===== config.mk =====
export PLATFORM = sky130hd
export DESIGN_NAME = id_ex_pipe
export DESIGN_NICKNAME = d
export VERILOG_FILES = /design/src/rtl/id_ex_pipe.sv
export SDC_FILE = /design/constraint.sdc
export NUM_CORES = 1
export LEC_CHECK = 0
export ABC_CLOCK_PERIOD_IN_PS = 2600
export CAP_MARGIN = 20
export CORE_UTILIZATION = 43
export CTS_BUF_LIST = sky130_fd_sc_hd__clkbuf_4 sky130_fd_sc_hd__clkbuf_8 sky130_fd_sc_hd__clkbuf_16
export DETAILED_ROUTE_END_ITERATION = 6
export PLACE_DENSITY_LB_ADDON = 0.05
export SLEW_MARGIN = 20
export SYNTH_ARGS = -nofsm -noshare
export SYNTH_HDL_FRONTEND = slang
export SYNTH_SLANG_ARGS = --single-unit

===== constraint.sdc =====
create_clock -name clk -period 2.6 [get_ports clk]
set_input_delay 0.52 -clock clk [delete_from_list [all_inputs] [get_ports clk]]
set_output_delay 0.52 -clock clk [all_outputs]
set_load 0.01 [all_outputs]

===== src/rtl/id_ex_pipe.sv =====
// ID/EX pipeline register with load-use hazard detection, branch flush and
// downstream hold; inserts NOP bubbles and counts them in a saturating counter.
module id_ex_pipe #(
    parameter logic [31:0] NOP  = 32'h0000_0013,
    parameter int          CNTW = 16
) (
    input  logic            clk,
    input  logic            rst,
    input  logic [31:0]     id_ir,
    input  logic [31:0]     id_pc,
    input  logic [31:0]     rs1_data,
    input  logic [31:0]     rs2_data,
    input  logic            flush,
    input  logic            hold,
    output logic            stall,
    output logic [31:0]     ex_ir,
    output logic [31:0]     ex_pc,
    output logic [31:0]     ex_rs1,
    output logic [31:0]     ex_rs2,
    output logic [31:0]     ex_imm,
    output logic            ex_sel,
    output logic            ex_valid,
    output logic [CNTW-1:0] bubble_cnt
);

    localparam logic [6:0] OP_R   = 7'b0110011;
    localparam logic [6:0] OP_I   = 7'b0010011;
    localparam logic [6:0] OP_LW  = 7'b0000011;
    localparam logic [6:0] OP_S   = 7'b0100011;
    localparam logic [6:0] OP_B   = 7'b1100011;
    localparam logic [6:0] OP_U   = 7'b0110111;
    localparam logic [6:0] OP_JAL = 7'b1101111;

    typedef enum logic {RUN, LDSTALL} state_t;

    state_t state_q, state_d;

    logic        [31:0]     ir_p1, pc_p1, rs1_p1, rs2_p1;
    logic signed [31:0]     imm_p1;
    logic                   sel_p1, vld_p1;
    logic        [CNTW-1:0] cnt_p1;

    logic hazard, load_id, load_bubble;

    function automatic logic signed [31:0] imm_gen(input logic [31:0] ir);
        case (ir[6:0])
            OP_I, OP_LW: imm_gen = {{20{ir[31]}}, ir[31:20]};
            OP_S:        imm_gen = {{20{ir[31]}}, ir[31:25], ir[11:7]};
            OP_B:        imm_gen = {{19{ir[31]}}, ir[31], ir[7], ir[30:25], ir[11:8], 1'b0};
            OP_JAL:      imm_gen = {{11{ir[31]}}, ir[31], ir[19:12], ir[20], ir[30:21], 1'b0};
            OP_U:        imm_gen = {ir[31:12], 12'b0};
            default:     imm_gen = '0;
        endcase
    endfunction

    function automatic logic sel_gen(input logic [31:0] ir);
        sel_gen = !(ir[6:0] == OP_R || ir[6:0] == OP_B);
    endfunction

    function automatic logic uses_rs1(input logic [31:0] ir);
        uses_rs1 = (ir[6:0] == OP_R) || (ir[6:0] == OP_I) || (ir[6:0] == OP_LW) ||
                   (ir[6:0] == OP_S) || (ir[6:0] == OP_B);
    endfunction

    function automatic logic uses_rs2(input logic [31:0] ir);
        uses_rs2 = (ir[6:0] == OP_R) || (ir[6:0] == OP_S) || (ir[6:0] == OP_B);
    endfunction

    function automatic logic [CNTW-1:0] sat_inc(input logic [CNTW-1:0] c);
        sat_inc = (&c) ? c : c + 1'b1;
    endfunction

    // A load in EX whose destination feeds the ID instruction needs one bubble.
    assign hazard = (ir_p1[6:0] == OP_LW) && (ir_p1[11:7] != 5'd0) &&
                    ((uses_rs1(id_ir) && id_ir[19:15] == ir_p1[11:7]) ||
                     (uses_rs2(id_ir) && id_ir[24:20] == ir_p1[11:7]));

    always_comb begin
        state_d     = state_q;
        stall       = 1'b0;
        load_id     = 1'b0;
        load_bubble = 1'b0;
        if (flush) begin
            load_bubble = 1'b1;
            state_d     = RUN;
        end else if (hold) begin
            stall = 1'b1;
        end else if (hazard) begin
            load_bubble = 1'b1;
            stall       = 1'b1;
            state_d     = LDSTALL;
        end else begin
            load_id = 1'b1;
            state_d = RUN;
        end
    end

    // ID -> EX stage boundary
    always_ff @(posedge clk or negedge rst) begin
        if (!rst) begin
            state_q <= RUN;
            ir_p1   <= NOP;
            pc_p1   <= '0;
            rs1_p1  <= '0;
            rs2_p1  <= '0;
            imm_p1  <= '0;
            sel_p1  <= 1'b1;
            vld_p1  <= 1'b0;
            cnt_p1  <= '0;
        end else begin
            state_q <= state_d;
            if (load_bubble) begin
                ir_p1  <= NOP;
                pc_p1  <= '0;
                rs1_p1 <= '0;
                rs2_p1 <= '0;
                imm_p1 <= '0;
                sel_p1 <= 1'b1;
                vld_p1 <= 1'b0;
                cnt_p1 <= sat_inc(cnt_p1);
            end else if (load_id) begin
                ir_p1  <= id_ir;
                pc_p1  <= id_pc;
                rs1_p1 <= rs1_data;
                rs2_p1 <= rs2_data;
                imm_p1 <= imm_gen(id_ir);
                sel_p1 <= sel_gen(id_ir);
                vld_p1 <= 1'b1;
            end
        end
    end

    // EX holds a bubble while in LDSTALL, so a second load-use hazard is impossible.
    ldstall_no_hazard: assert property (@(posedge clk) disable iff (!rst)
        !(state_q == LDSTALL && hazard));

    assign ex_ir      = ir_p1;
    assign ex_pc      = pc_p1;
    assign ex_rs1     = rs1_p1;
    assign ex_rs2     = rs2_p1;
    assign ex_imm     = imm_p1;
    assign ex_sel     = sel_p1;
    assign ex_valid   = vld_p1;
    assign bubble_cnt = cnt_p1;

endmodule


==> results.yml <==
pwr:
  irDropWorstVdd_mv: 0.474
  p_comb_share_pct: 17.4
  p_seq_share_pct: 44.8
  cell_internal_pwr_mw: 5.07
  power_density_nw_per_um2: 580
  p_leak_nw: 5.11
  p_switching_mw: 1.76
  power.total_mw: 6.83
  switching_share_pct: 25.7
  clock_power_share_pct: 37.9
cells_and_area:
  fin_area_um2: 11800
  final_cell_mix: "clkdlybuf4s50_1, dfrtp_1, nor2_1, a22oi_1, buf_4"
  nets: 1166
  diodes: 0
  finish.utilization_pct: 68.6
  layout-drive-gt1-share_pct: 10.2
  syn_to_final_growth_pct: 56.4
  layout_commonest_cell: "clkdlybuf4s50_1"
  layout.cells.non_filler: 1270
route:
  drc: 0
  vias_per_cell: 5.30
  dr.first_iter.drc_count: 533
  route.met3.wl_mm: 1.91
  highest_layer: "met4"
  wl_met1_mm: 9.76
  drt-total-wl_mm: 23.2
  first_pass_iters: 5
  vias: 6729
  ant_nets: 0
  wl_met2_mm: 11.2
  wl_per_cell_um: 18.3
placement:
  place_area_um2: 11100
  hpwl_mm: 15.4
  dp.cells: 1236
  dp_slack_ns: -0.524
  gp_congestion: 0.879
  port_buffers: 310
synth:
  synth_area_um2: 7530
  ys_warn_count: 0
  syn_avg_cell_area_um2: 10.6
  async_reset_ff_share_pct: 100
  ys.flop_type: "dfrtp_1"
  netlist_instances: 710
  synth_cell_types: 48
  synthesis.nets: 843
  ys_top_cells_by_area: "dfrtp_1, a22oi_1, nor2_1"
  ys_seq_area_share_pct: 59.2
  yosysTopAreaCellShare_pct: 57.8
  synth_top_area_cell: "dfrtp_1"
  synth_edf_count: 0
  synth-seq-cells: 178
die:
  die_x_um: 134
  io_pins: 311
  die_h_um: 134
  core_um2: 17200
  start_util_pct: 43.8
  core.rowCount: 48
  die-area_um2: 18000
timing:
  worstMarginPinSlew_ns: 0.715
  fin_crit_ns: 2.59
  drv_slew: 0
  setup_viol: 0
  fmaxAchievable_mhz: 386
  final_hold_viol_count: 0
  finalCritPeriodShare_pct: 99.5
  fin_skew_ns: 0.00838
  maxSlewHeadroom_pct: 52.4
  setup_ws_ns: 0.0121
  final.setup.tns_ns: 0
  whs_ns: 0.0123
  rsz0062_at_grt: "true"
global_route:
  grt_overflow: 0
  grt_pass1_vias: 6492
  grt_start_max_net_pins: 159
  grt_use_total_pct: 25.7
  grt_pass1_wl_mm: 35.8
  grt_antenna_before_repair: 0
worst_setup_path:
  worstReg2RegStart: "ex_ir[9]"
  end_kind: "output port"
  crit_end: "stall"
  startpoint: "id_ir[0]"
  critical_path_arrival_ns: 2.07
  start_kind: "input pin"
  critPathMaxStageDelay_ns: 0.55
  crit_type: "input pin to output port"
  path_cells: "clkdlybuf4s50_1, and4bb_1, and4_4, a22oi_4, o21ba_4, nor2_4, buf_6"
  rr_endpoint: "ex_imm[31]"
  worstRegToRegCells: 10
  critPathSlowestCell: "clkdlybuf4s50_1"
  rrSetupSlack_ns: 0.24
  crit_required_ns: 2.08
  crit_fanout: 3
clock_tree:
  ctsHoldBuffers: 0
  cts.sinks: 178
  h-tree-depth: 4
  numCtsBuffers: 17
  cts_tree: "yes"
  insertion_delay_ns: 0.43
  clockBufferDepth: 2
  root_buffer: "clkbuf_16"
  clk_pin_slew_ns: 0.07
status:
  outcome: "finished, final reports clean"
flow_run:
  max-cap-violations: 0
min_path:
  hp-class: "input pin to asynchronous set/reset pin"
worst max-delay path: cells and delay by family:
kind / cells / cell delay [ns]
AND/OR/NAND/NOR: 3 / 0.60
AO/OA/AOI/OAI: 2 / 0.29
buffers and inverters: 2 / 0.67
power by group through the flow:
| stage | Combinational (mW) | Sequential, mW | Clock (mW) |
|---|---|---|---|
| floorplan | 0.373 | 3.17 | 0 |
| global placement | 1.18 | 3.11 | 0 |
| detailed placement | 1.19 | 3.11 | 0 |
| CTS | 1.19 | 3.06 | 2.64 |
| global route | 1.28 | 3.08 | 2.75 |
| finish | 1.19 | 3.06 | 2.59 |
metal layers:
layer | vias to the layer above | global-route usage (%)
li1 | 3166 | -
met5 | - | 0
met2 | 231 | 41.2
met3 | 25 | 9.26
met1 | 3307 | 32.9
met4 | 0 | 7.12
kinds of logic after synthesis:
kind of cell    Yosys count  share of synthesized area [%]
xor+xnor                 24                           2.79
flops                   178                           59.2
mux                       7                          0.964
simple gates            244                           14.7
compound gates          194                           18.3
buf+inv                  62                           3.89
fa+ha+maj                 1                          0.166
worst min-delay path by stage:
stage,startpoint,endpoint,slack [ns],depth (start not counted)
after floorplan,rst,bubble_cnt[0],0.22,0
after global placement,rst,ex_imm[14],0.47,1
after detailed placement,rst,ex_imm[14],0.47,1
after CTS,rst,ex_imm[14],0.008,1
after global routing,rst,ex_imm[14],0.02,1
final,rst,ex_imm[14],0.01,1
cells in the mapped netlist, drive strengths merged, types with 6 or more instances:
cell type,count
a21oi,39
a22oi,127
a32oi,6
buf,21
clkbuf,37
dfrtp,174
nand2,39
nand3,11
nand4,6
nor2,143
o21ai,15
or3,14
xnor2,14
xor2,10
registers in the layout, summed over array words and instances, names as in the netlist:
| register | cells |
|---|---|
| bubble_cnt | 16 |
| ex_imm | 32 |
| ex_rs1 | 32 |
| ex_valid | 1 |
| ex_pc | 32 |
| ex_rs2 | 32 |
| ex_ir | 32 |
| ex_sel | 1 |
layout make-up:
cell class              count  area (um2)
fillers                  1370        5400
flip-flops and latches    178        4460
repair buffers            362        3610
multi-input cells         470        2830
clock buffers              20         460
well taps                 225         282
clock inverters            11         129
inverters                   4        15.0
what timing repair did:
action / in CTS / in global routing
cloned: 0 / 0
gates resized for setup: 10 / 10
pin swaps: 2 / 5
buffers inserted: 0 / 3
setup endpoints to repair: 2 / 2
Note: power is estimated with default switching activity, not from simulation.
